### src/rtl/pattern_stream_gen.sv
`timescale 1ns / 1ps
`default_nettype none
// ============================================================================
// Module      : pattern_stream_gen
// Description : Transmit side of the serial pattern-detect link. On start it
//               emits insert_cnt_i copies of PATTERN (MSB first). Each copy is
//               preceded by gap_i FILL_BIT bits, and PAT_W trailing FILL_BIT
//               bits follow the last copy. The stream can be frozen
//               bit-exactly with pause_i.
// Ports       : clk          rising-edge clock
//               rst          asynchronous reset, active low
//               start_i      start request (sampled only in IDLE)
//               insert_cnt_i number of PATTERN copies (latched on start)
//               gap_i        filler bits before each copy (latched on start)
//               pause_i      freeze the stream while high
//               d_o          serial data bit (registered, 0 when not valid)
//               valid_o      d_o valid this cycle (registered)
//               busy_o       sequence in progress
//               done_o       one-cycle pulse at sequence end
//               sent_cnt_o   PATTERN copies fully emitted in current/last run
// Revision    : 1.0 - initial release
// ============================================================================
module pattern_stream_gen #(
    parameter int               PAT_W    = 5,
    parameter logic [PAT_W-1:0] PATTERN  = 5'b10110,
    parameter logic             FILL_BIT = 1'b0,
    parameter int               CNT_W    = 8
) (
    input  logic             clk,
    input  logic             rst,
    input  logic             start_i,
    input  logic [CNT_W-1:0] insert_cnt_i,
    input  logic [CNT_W-1:0] gap_i,
    input  logic             pause_i,
    output logic             d_o,
    output logic             valid_o,
    output logic             busy_o,
    output logic             done_o,
    output logic [CNT_W-1:0] sent_cnt_o
);

    localparam int               IDX_W    = (PAT_W > 1) ? $clog2(PAT_W) : 1;
    localparam logic [IDX_W-1:0] IDX_LAST = IDX_W'(PAT_W - 1);
    localparam logic [IDX_W-1:0] IDX_ONE  = IDX_W'(1);
    localparam logic [CNT_W-1:0] CNT_ONE  = CNT_W'(1);
    localparam logic [CNT_W-1:0] TAIL_LEN = CNT_W'(PAT_W);

    typedef enum logic [2:0] {
        IDLE = 3'd0,
        GAP  = 3'd1,
        PAT  = 3'd2,
        TAIL = 3'd3,
        DONE = 3'd4
    } state_t;

    // The state/counter registers name the position of the NEXT bit to emit.
    // A clock edge emits the bit at that position into d_o and advances it,
    // which is what puts the first bit on d_o right after the start edge.
    state_t           state, cur_state, nxt_state;
    logic [CNT_W-1:0] n_lat, g_lat, cnt;
    logic [IDX_W-1:0] idx;
    logic [CNT_W-1:0] cur_n, cur_g, cur_cnt, cur_sent;
    logic [CNT_W-1:0] nxt_cnt, nxt_sent;
    logic [IDX_W-1:0] cur_idx, nxt_idx;
    logic             launch, nxt_d, nxt_valid, nxt_busy, nxt_done;

    always_comb begin
        launch    = (state == IDLE) && start_i;
        cur_state = state;
        cur_n     = n_lat;
        cur_g     = g_lat;
        cur_cnt   = cnt;
        cur_idx   = idx;
        cur_sent  = sent_cnt_o;

        // A start edge already counts as the first stepping edge, so the
        // starting position is computed from the live inputs here.
        if (launch) begin
            cur_n    = insert_cnt_i;
            cur_g    = gap_i;
            cur_cnt  = '0;
            cur_idx  = IDX_LAST;
            cur_sent = '0;
            if (insert_cnt_i == '0) begin
                cur_state = DONE;
            end else if (gap_i == '0) begin
                cur_state = PAT;
            end else begin
                cur_state = GAP;
            end
        end

        nxt_state = cur_state;
        nxt_cnt   = cur_cnt;
        nxt_idx   = cur_idx;
        nxt_sent  = cur_sent;
        nxt_d     = 1'b0;
        nxt_valid = 1'b0;

        case (cur_state)
            GAP: begin
                if (!pause_i) begin
                    nxt_d     = FILL_BIT;
                    nxt_valid = 1'b1;
                    if ((cur_cnt + CNT_ONE) == cur_g) begin
                        nxt_state = PAT;
                        nxt_cnt   = '0;
                        nxt_idx   = IDX_LAST;
                    end else begin
                        nxt_cnt = cur_cnt + CNT_ONE;
                    end
                end
            end
            PAT: begin
                if (!pause_i) begin
                    nxt_d     = PATTERN[cur_idx];
                    nxt_valid = 1'b1;
                    if (cur_idx == '0) begin
                        nxt_sent = cur_sent + CNT_ONE;
                        nxt_idx  = IDX_LAST;
                        nxt_cnt  = '0;
                        if (nxt_sent == cur_n) begin
                            nxt_state = TAIL;
                        end else if (cur_g == '0) begin
                            nxt_state = PAT;
                        end else begin
                            nxt_state = GAP;
                        end
                    end else begin
                        nxt_idx = cur_idx - IDX_ONE;
                    end
                end
            end
            TAIL: begin
                // Once all tail bits are out this edge only closes the run;
                // no bit is emitted, so pause_i does not stall it.
                if (cur_cnt == TAIL_LEN) begin
                    nxt_state = DONE;
                end else if (!pause_i) begin
                    nxt_d     = FILL_BIT;
                    nxt_valid = 1'b1;
                    nxt_cnt   = cur_cnt + CNT_ONE;
                end
            end
            DONE:    nxt_state = launch ? DONE : IDLE;
            default: nxt_state = IDLE;
        endcase

        nxt_busy = (nxt_state == GAP) || (nxt_state == PAT) || (nxt_state == TAIL);
        nxt_done = (nxt_state == DONE) && (state != DONE);
    end

    always_ff @(posedge clk or negedge rst) begin
        if (!rst) begin
            state      <= IDLE;
            n_lat      <= '0;
            g_lat      <= '0;
            cnt        <= '0;
            idx        <= '0;
            sent_cnt_o <= '0;
            d_o        <= 1'b0;
            valid_o    <= 1'b0;
            busy_o     <= 1'b0;
            done_o     <= 1'b0;
        end else begin
            state      <= nxt_state;
            n_lat      <= cur_n;
            g_lat      <= cur_g;
            cnt        <= nxt_cnt;
            idx        <= nxt_idx;
            sent_cnt_o <= nxt_sent;
            d_o        <= nxt_d;
            valid_o    <= nxt_valid;
            busy_o     <= nxt_busy;
            done_o     <= nxt_done;
        end
    end

endmodule
`default_nettype wire

### config.mk
export PLATFORM = sky130hd
export DESIGN_NAME = pattern_stream_gen
export DESIGN_NICKNAME = d
export VERILOG_FILES = /design/src/rtl/pattern_stream_gen.sv
export SDC_FILE = /design/constraint.sdc
export NUM_CORES = 1
export LEC_CHECK = 0
export CAP_MARGIN = 20
export CORE_MARGIN = 2
export CORE_UTILIZATION = 56
export DETAILED_ROUTE_END_ITERATION = 7
export PLACE_DENSITY = 0.86
export SKIP_LAST_GASP = 1
export SLEW_MARGIN = 20
export SYNTH_ARGS = -nofsm -noshare
export SYNTH_HDL_FRONTEND = slang
export SYNTH_SLANG_ARGS = --single-unit
### constraint.sdc
create_clock -name clk -period 4.2 [get_ports clk]
set_input_delay 0.63 -clock clk [delete_from_list [all_inputs] [get_ports clk]]
set_output_delay 0.63 -clock clk [all_outputs]
set_load 0.01 [all_outputs]
* Word-level counts from Yosys, hierarchy flattened
Memory sizes are Yosys's and may differ from the RTL's.
Cells that the tools add are included.
W data, S select, Z words.
** Cells by class
- Reductions and logical operators :: 10
- $add $sub $neg :: 3
- Div/mod/pow operators :: 0
- Shifts and indexed selects :: 0
- $mul :: 0
- Magnitude comparators :: 1
- Muxes and demuxes :: 38
- Equal/unequal tests :: 12
- Bitwise gates (word level) :: 0
** Operator list (count)
- $mux W8 :: 13
- $mux W3 :: 13
- $logic_not A8 Y1 :: 3
- $pmux W8 S3 :: 1
- $add A8 B1 Y8 const B :: 2
- $eq A8 B8 Y1 :: 2
- $eq A3 B2 Y1 const B :: 4
- $pmux W3 S4 :: 1
- $eq A8 B3 Y1 const B :: 1
- $eq A3 B1 Y1 const B :: 2
- $eq A3 B3 Y1 const B :: 2
- $logic_not A3 Y1 :: 2
- $mux W2 :: 3
- $pmux W3 S2 :: 1
- $mux W1 :: 5
- $lt A3 B4 Y1 const B :: 1
- $ne A3 B3 Y1 const B :: 1
- $sub A3 B1 Y3 const B :: 1
- $logic_and A1 B1 Y1 :: 2
- $logic_or A1 B1 Y1 :: 2
- $pmux W1 S2 :: 1
- $reduce_or A2 Y1 :: 1
** Word-level totals
- RAM bits :: 0
- Latch bits :: 0
- Flip-flop bits (word level) :: 42
- Word-level logic and storage cells :: 75
- ROM bits :: 8
- Memories :: 1
** Memories
- (name not given) :: words 8, bits a word 1, read ports 1, clocked after Yosys merged registers in 0, write ports 0, line 116 : nxt_d = PATTERN[cur_idx];

* Depth between registers and ports, before layout
- Word-level depth :: 12
- Mapped depth :: 14

* Worst setup path before layout
No wires, ideal clock.
- Path type :: input port to flip-flop
- Start :: in start_i
- End :: reg cnt[3]
- Setup time :: 0.134 ns
- Required time :: 4.066 ns
- Path buffers :: 2
- Data arrival time :: 3.235 ns
- Stages :: 11
- Path slack :: 0.831 ns
- Path through :: or4b_1 buf_2 buf_1 and2_1 ha_1 xor2_1 or4_1 a221oi_2 nand3_1 a21boi_0 o32ai_1
** Between the ends
- Longest elaborated chain between the ends :: 7
- Elaborated cells between the ends (all ways) :: 19
** Ends and longest elaborated chain
- start: declaration :: line 31 : input logic start_i,
- $logic_and A1 B1 Y1 (*) :: line 68 : launch = (state == IDLE) && start_i;
- $mux W8 :: line 78 : if (launch) begin
- $add A8 B1 Y8 :: line 105, 110, 142
- $eq A8 B8 Y1 :: line 105 : if ((cur_cnt + CNT_ONE) == cur_g) begin
- $mux W8 :: line 105
- $mux W8 :: line 102 : if (!pause_i) begin
- $pmux W8 S3 (*) :: line 100 : case (cur_state)
- via nxt_cnt[3] :: line 63 : logic [CNT_W-1:0] nxt_cnt, nxt_sent;
- end signal: assignment :: line 169 : cnt <= nxt_cnt;
- end: declaration :: line 60 : logic [CNT_W-1:0] n_lat, g_lat, cnt;
The timed path passes the listed nets; every way through them passes the cells marked *.

* Final worst setup path
Same ends and word-level chain as after synthesis.

==> flow_metrics.env <==
export IMPL_finalSetupViolCount=0
export IMPL_p_clk_frac=0.138
export IMPL_combPwrFrac=0.477
export IMPL_insertion_delay_ps=300
export IMPL_multi_input_area_um2=1520
export IMPL_end_kind="flip-flop"
export IMPL_cp_arrival_ps=3820
export IMPL_drv_cap=0
export IMPL_diodes=0
export IMPL_core_area_um2=4660
export IMPL_dominantRegCellSynth="dfrtp_1"
export IMPL_reg2reg_depth=9
export IMPL_drtAntennaViolNets=0
export IMPL_worst_pin_slew_ps=952
export IMPL_cts_tree="yes"
export IMPL_p_total_mw=1.79
export IMPL_hpwl_um=4800
export IMPL_grt_pass1_vias=2266
export IMPL_post_cts_setup_buffers=0
export IMPL_critPathMaxStageDelay_ps=560
export IMPL_cp_required_ps=4370
export IMPL_syn_area_um2=2670
export IMPL_antenna_found_initial=0
export IMPL_final_fill_count=380
export IMPL_async_reset_ff_frac=1.00
export IMPL_num_vias=2384
export IMPL_report_final_slew_viol_count=0
export IMPL_grt_max_degree=43
export IMPL_rows=25
export IMPL_place_congestion=0.949
export IMPL_cts_root_buf="clkbuf_8"
export IMPL_power_density_nw_per_um2=577
export IMPL_synth_nets=331
export IMPL_final_setup_tns_ps=0
export IMPL_path_clk_slew_ps=80
export IMPL_hold_buffers=0
export IMPL_wirelength_um=6460
export IMPL_regArea_um2=1050
export IMPL_hp_class="primary input to async pin"
export IMPL_viasPerCell=6.13
export IMPL_die_width_um=73.1
export IMPL_path_cells="clkdlybuf4s50_1, or4b_1, and2_1, ha_1, xor2_1, or4_1, a221oi_2, nand3_1, a21boi_0, o32ai_1"
export IMPL_slew_headroom=0.365
export IMPL_start_kind="primary input"
export IMPL_p_leak_nw=1.30
export IMPL_internal_power_mw=1.04
export IMPL_wl_per_cell_um=16.6
export IMPL_cts_sinks=42
export IMPL_fin_crit_sh=0.869
export IMPL_first_pass_iters=5
export IMPL_syn_area_per_cell_um2=8.73
export IMPL_final_nets=360
export IMPL_ys_seq_area_frac=0.393
export IMPL_drcViolationCount=0
export IMPL_die_area_um2=5340
export IMPL_area_growth_pct=15.8
export IMPL_cts_buffers=5
export IMPL_power_frac_seq=0.385
export IMPL_grt_first_pass_wirelength_um=10700
export IMPL_grt_ovfl_total=0
export IMPL_ys_warn_count=0
export IMPL_drtIter0Drc=311
export IMPL_ys_types=53
export IMPL_clockBufferDepth=2
export IMPL_yosys_register_bits=42
export IMPL_rsz0062_at_grt="false"
export IMPL_cp_slowest_cell="or4b_1"
export IMPL_synth_cells=306
export IMPL_ir_drop_mv=0.310
export IMPL_drive_gt1_frac=0.0806
export IMPL_grtUsageTotal=0.262
export IMPL_io_pins=32
export IMPL_cts_htree_levels=2
export IMPL_synth_edf_count=0
export IMPL_crit_fanout=6
export IMPL_initial_core_util=0.573
export IMPL_swShare=0.419
export IMPL_status="completed"
export IMPL_critPathKind="primary input to flip-flop"
export IMPL_p_switching_mw=0.750
export IMPL_hold_viol=0
export IMPL_fmax_mhz=274
export IMPL_numPortBuffers=31
export IMPL_skew_ps=6.90
export IMPL_cts_repair_resized=0
export IMPL_die_h_um=73.1
export IMPL_fin_crit_ps=3650
-- cell usage in the layout, fill, tap and decap left out, types with 9 or more instances in the layout --
cell type	count
xor2_1	9
nand2_1	54
dfrtp_1	42
o21ai_0	12
nand3_1	10
nor2_1	25
xnor2_1	17
inv_1	12
clkdlybuf4s50_1	30
nor3_1	10
nor2b_1	9
-- sequential cells by signal, indices dropped and copies added, names as in the netlist --
signal      flops
cnt             8
g_lat           8
n_lat           8
sent_cnt_o      8
idx             3
state           3
busy_o          1
d_o             1
done_o          1
valid_o         1
-- power by group through the flow --
stage	Clock [mW]	Sequential [mW]	Combinational [mW]
2_1_floorplan	0	0.632	0.661
3_3_place_gp	0	0.682	0.810
3_5_place_dp	0	0.688	0.842
4_1_cts	0.253	0.681	0.843
5_1_grt	0.267	0.703	0.942
6_report	0.247	0.688	0.852
-- through the flow --
step	hold WS (ps)	worst slack [ps]	area (µm²)	std cells	utilization
5_1_grt	527	424	3100	389	0.664
3_3_place_gp	474	441	3020	382	0.648
4_1_cts	497	654	3100	389	0.664
6_report	479	550	3100	389	0.664
3_5_place_dp	479	349	3020	382	0.648
2_1_floorplan	334	831	2670	306	-
-- worst max-delay path: cells and delay by family --
family                     cells  cell delay, ps
xor gates and xnor gates       1             160
and+or+nand+nor                4            1460
AOI/OAI and AO/OA              3             730
buffers and inverters          1             480
adders and majority gates      1             340
-- cells by family after synthesis --
family | share of synthesized area
mux | 0.0370
xor+xnor | 0.0852
simple gates | 0.272
compound gates | 0.148
buf+inv | 0.0412
flops | 0.393
fa+ha+maj | 0.0234
-- synth_stat cells, drive strengths merged, types with 4 or more instances --
cell type | n | share of area
nor4 | 4 | 0.0094
a21oi | 7 | 0.013
o22ai | 5 | 0.012
o21ai | 12 | 0.022
nand3 | 10 | 0.019
ha | 5 | 0.023
and2 | 4 | 0.0094
mux2 | 7 | 0.029
buf | 4 | 0.012
nor2b | 9 | 0.021
nand4 | 6 | 0.014
xnor2 | 17 | 0.056
dfrtp | 42 | 0.39
inv | 12 | 0.017
o211ai | 7 | 0.020
nand2 | 54 | 0.076
nor3 | 10 | 0.019
a31oi | 4 | 0.015
xor2 | 9 | 0.029
nor2 | 25 | 0.035
clkbuf | 9 | 0.013
-- path summary, 6_finish.rpt --
check / startpoint / to / slack [ps]
max in group asynchronous: rst / n_lat[4] / 3140
min: rst / cnt[2] / 480
min in group clk: n_lat[7] / n_lat[7] / 500
min reg2reg: n_lat[7] / n_lat[7] / 500
max: start_i / cnt[3] / 550
max reg2reg: state[1] / cnt[3] / 800
-- layout make-up --
type	instances	share of cell area
clock buffers	7	0.0247
inverters	12	0.0146
multi-input cells	239	0.491
flip-flops and latches	42	0.340
well taps	54	0.0218
repair buffers	35	0.108
-- per-layer routing --
| metal | up-vias | global-route usage | wire length [µm] |
|---|---|---|---|
| li1 | 1132 | - | - |
| met1 | 1135 | 0.370 | 2940 |
| met2 | 102 | 0.403 | 2950 |
| met3 | 15 | 0.0456 | 431 |
| met4 | 0 | 0.0967 | 138 |
| met5 | - | 0 | 0 |
No activity file was read; power rests on OpenSTA's default activity.
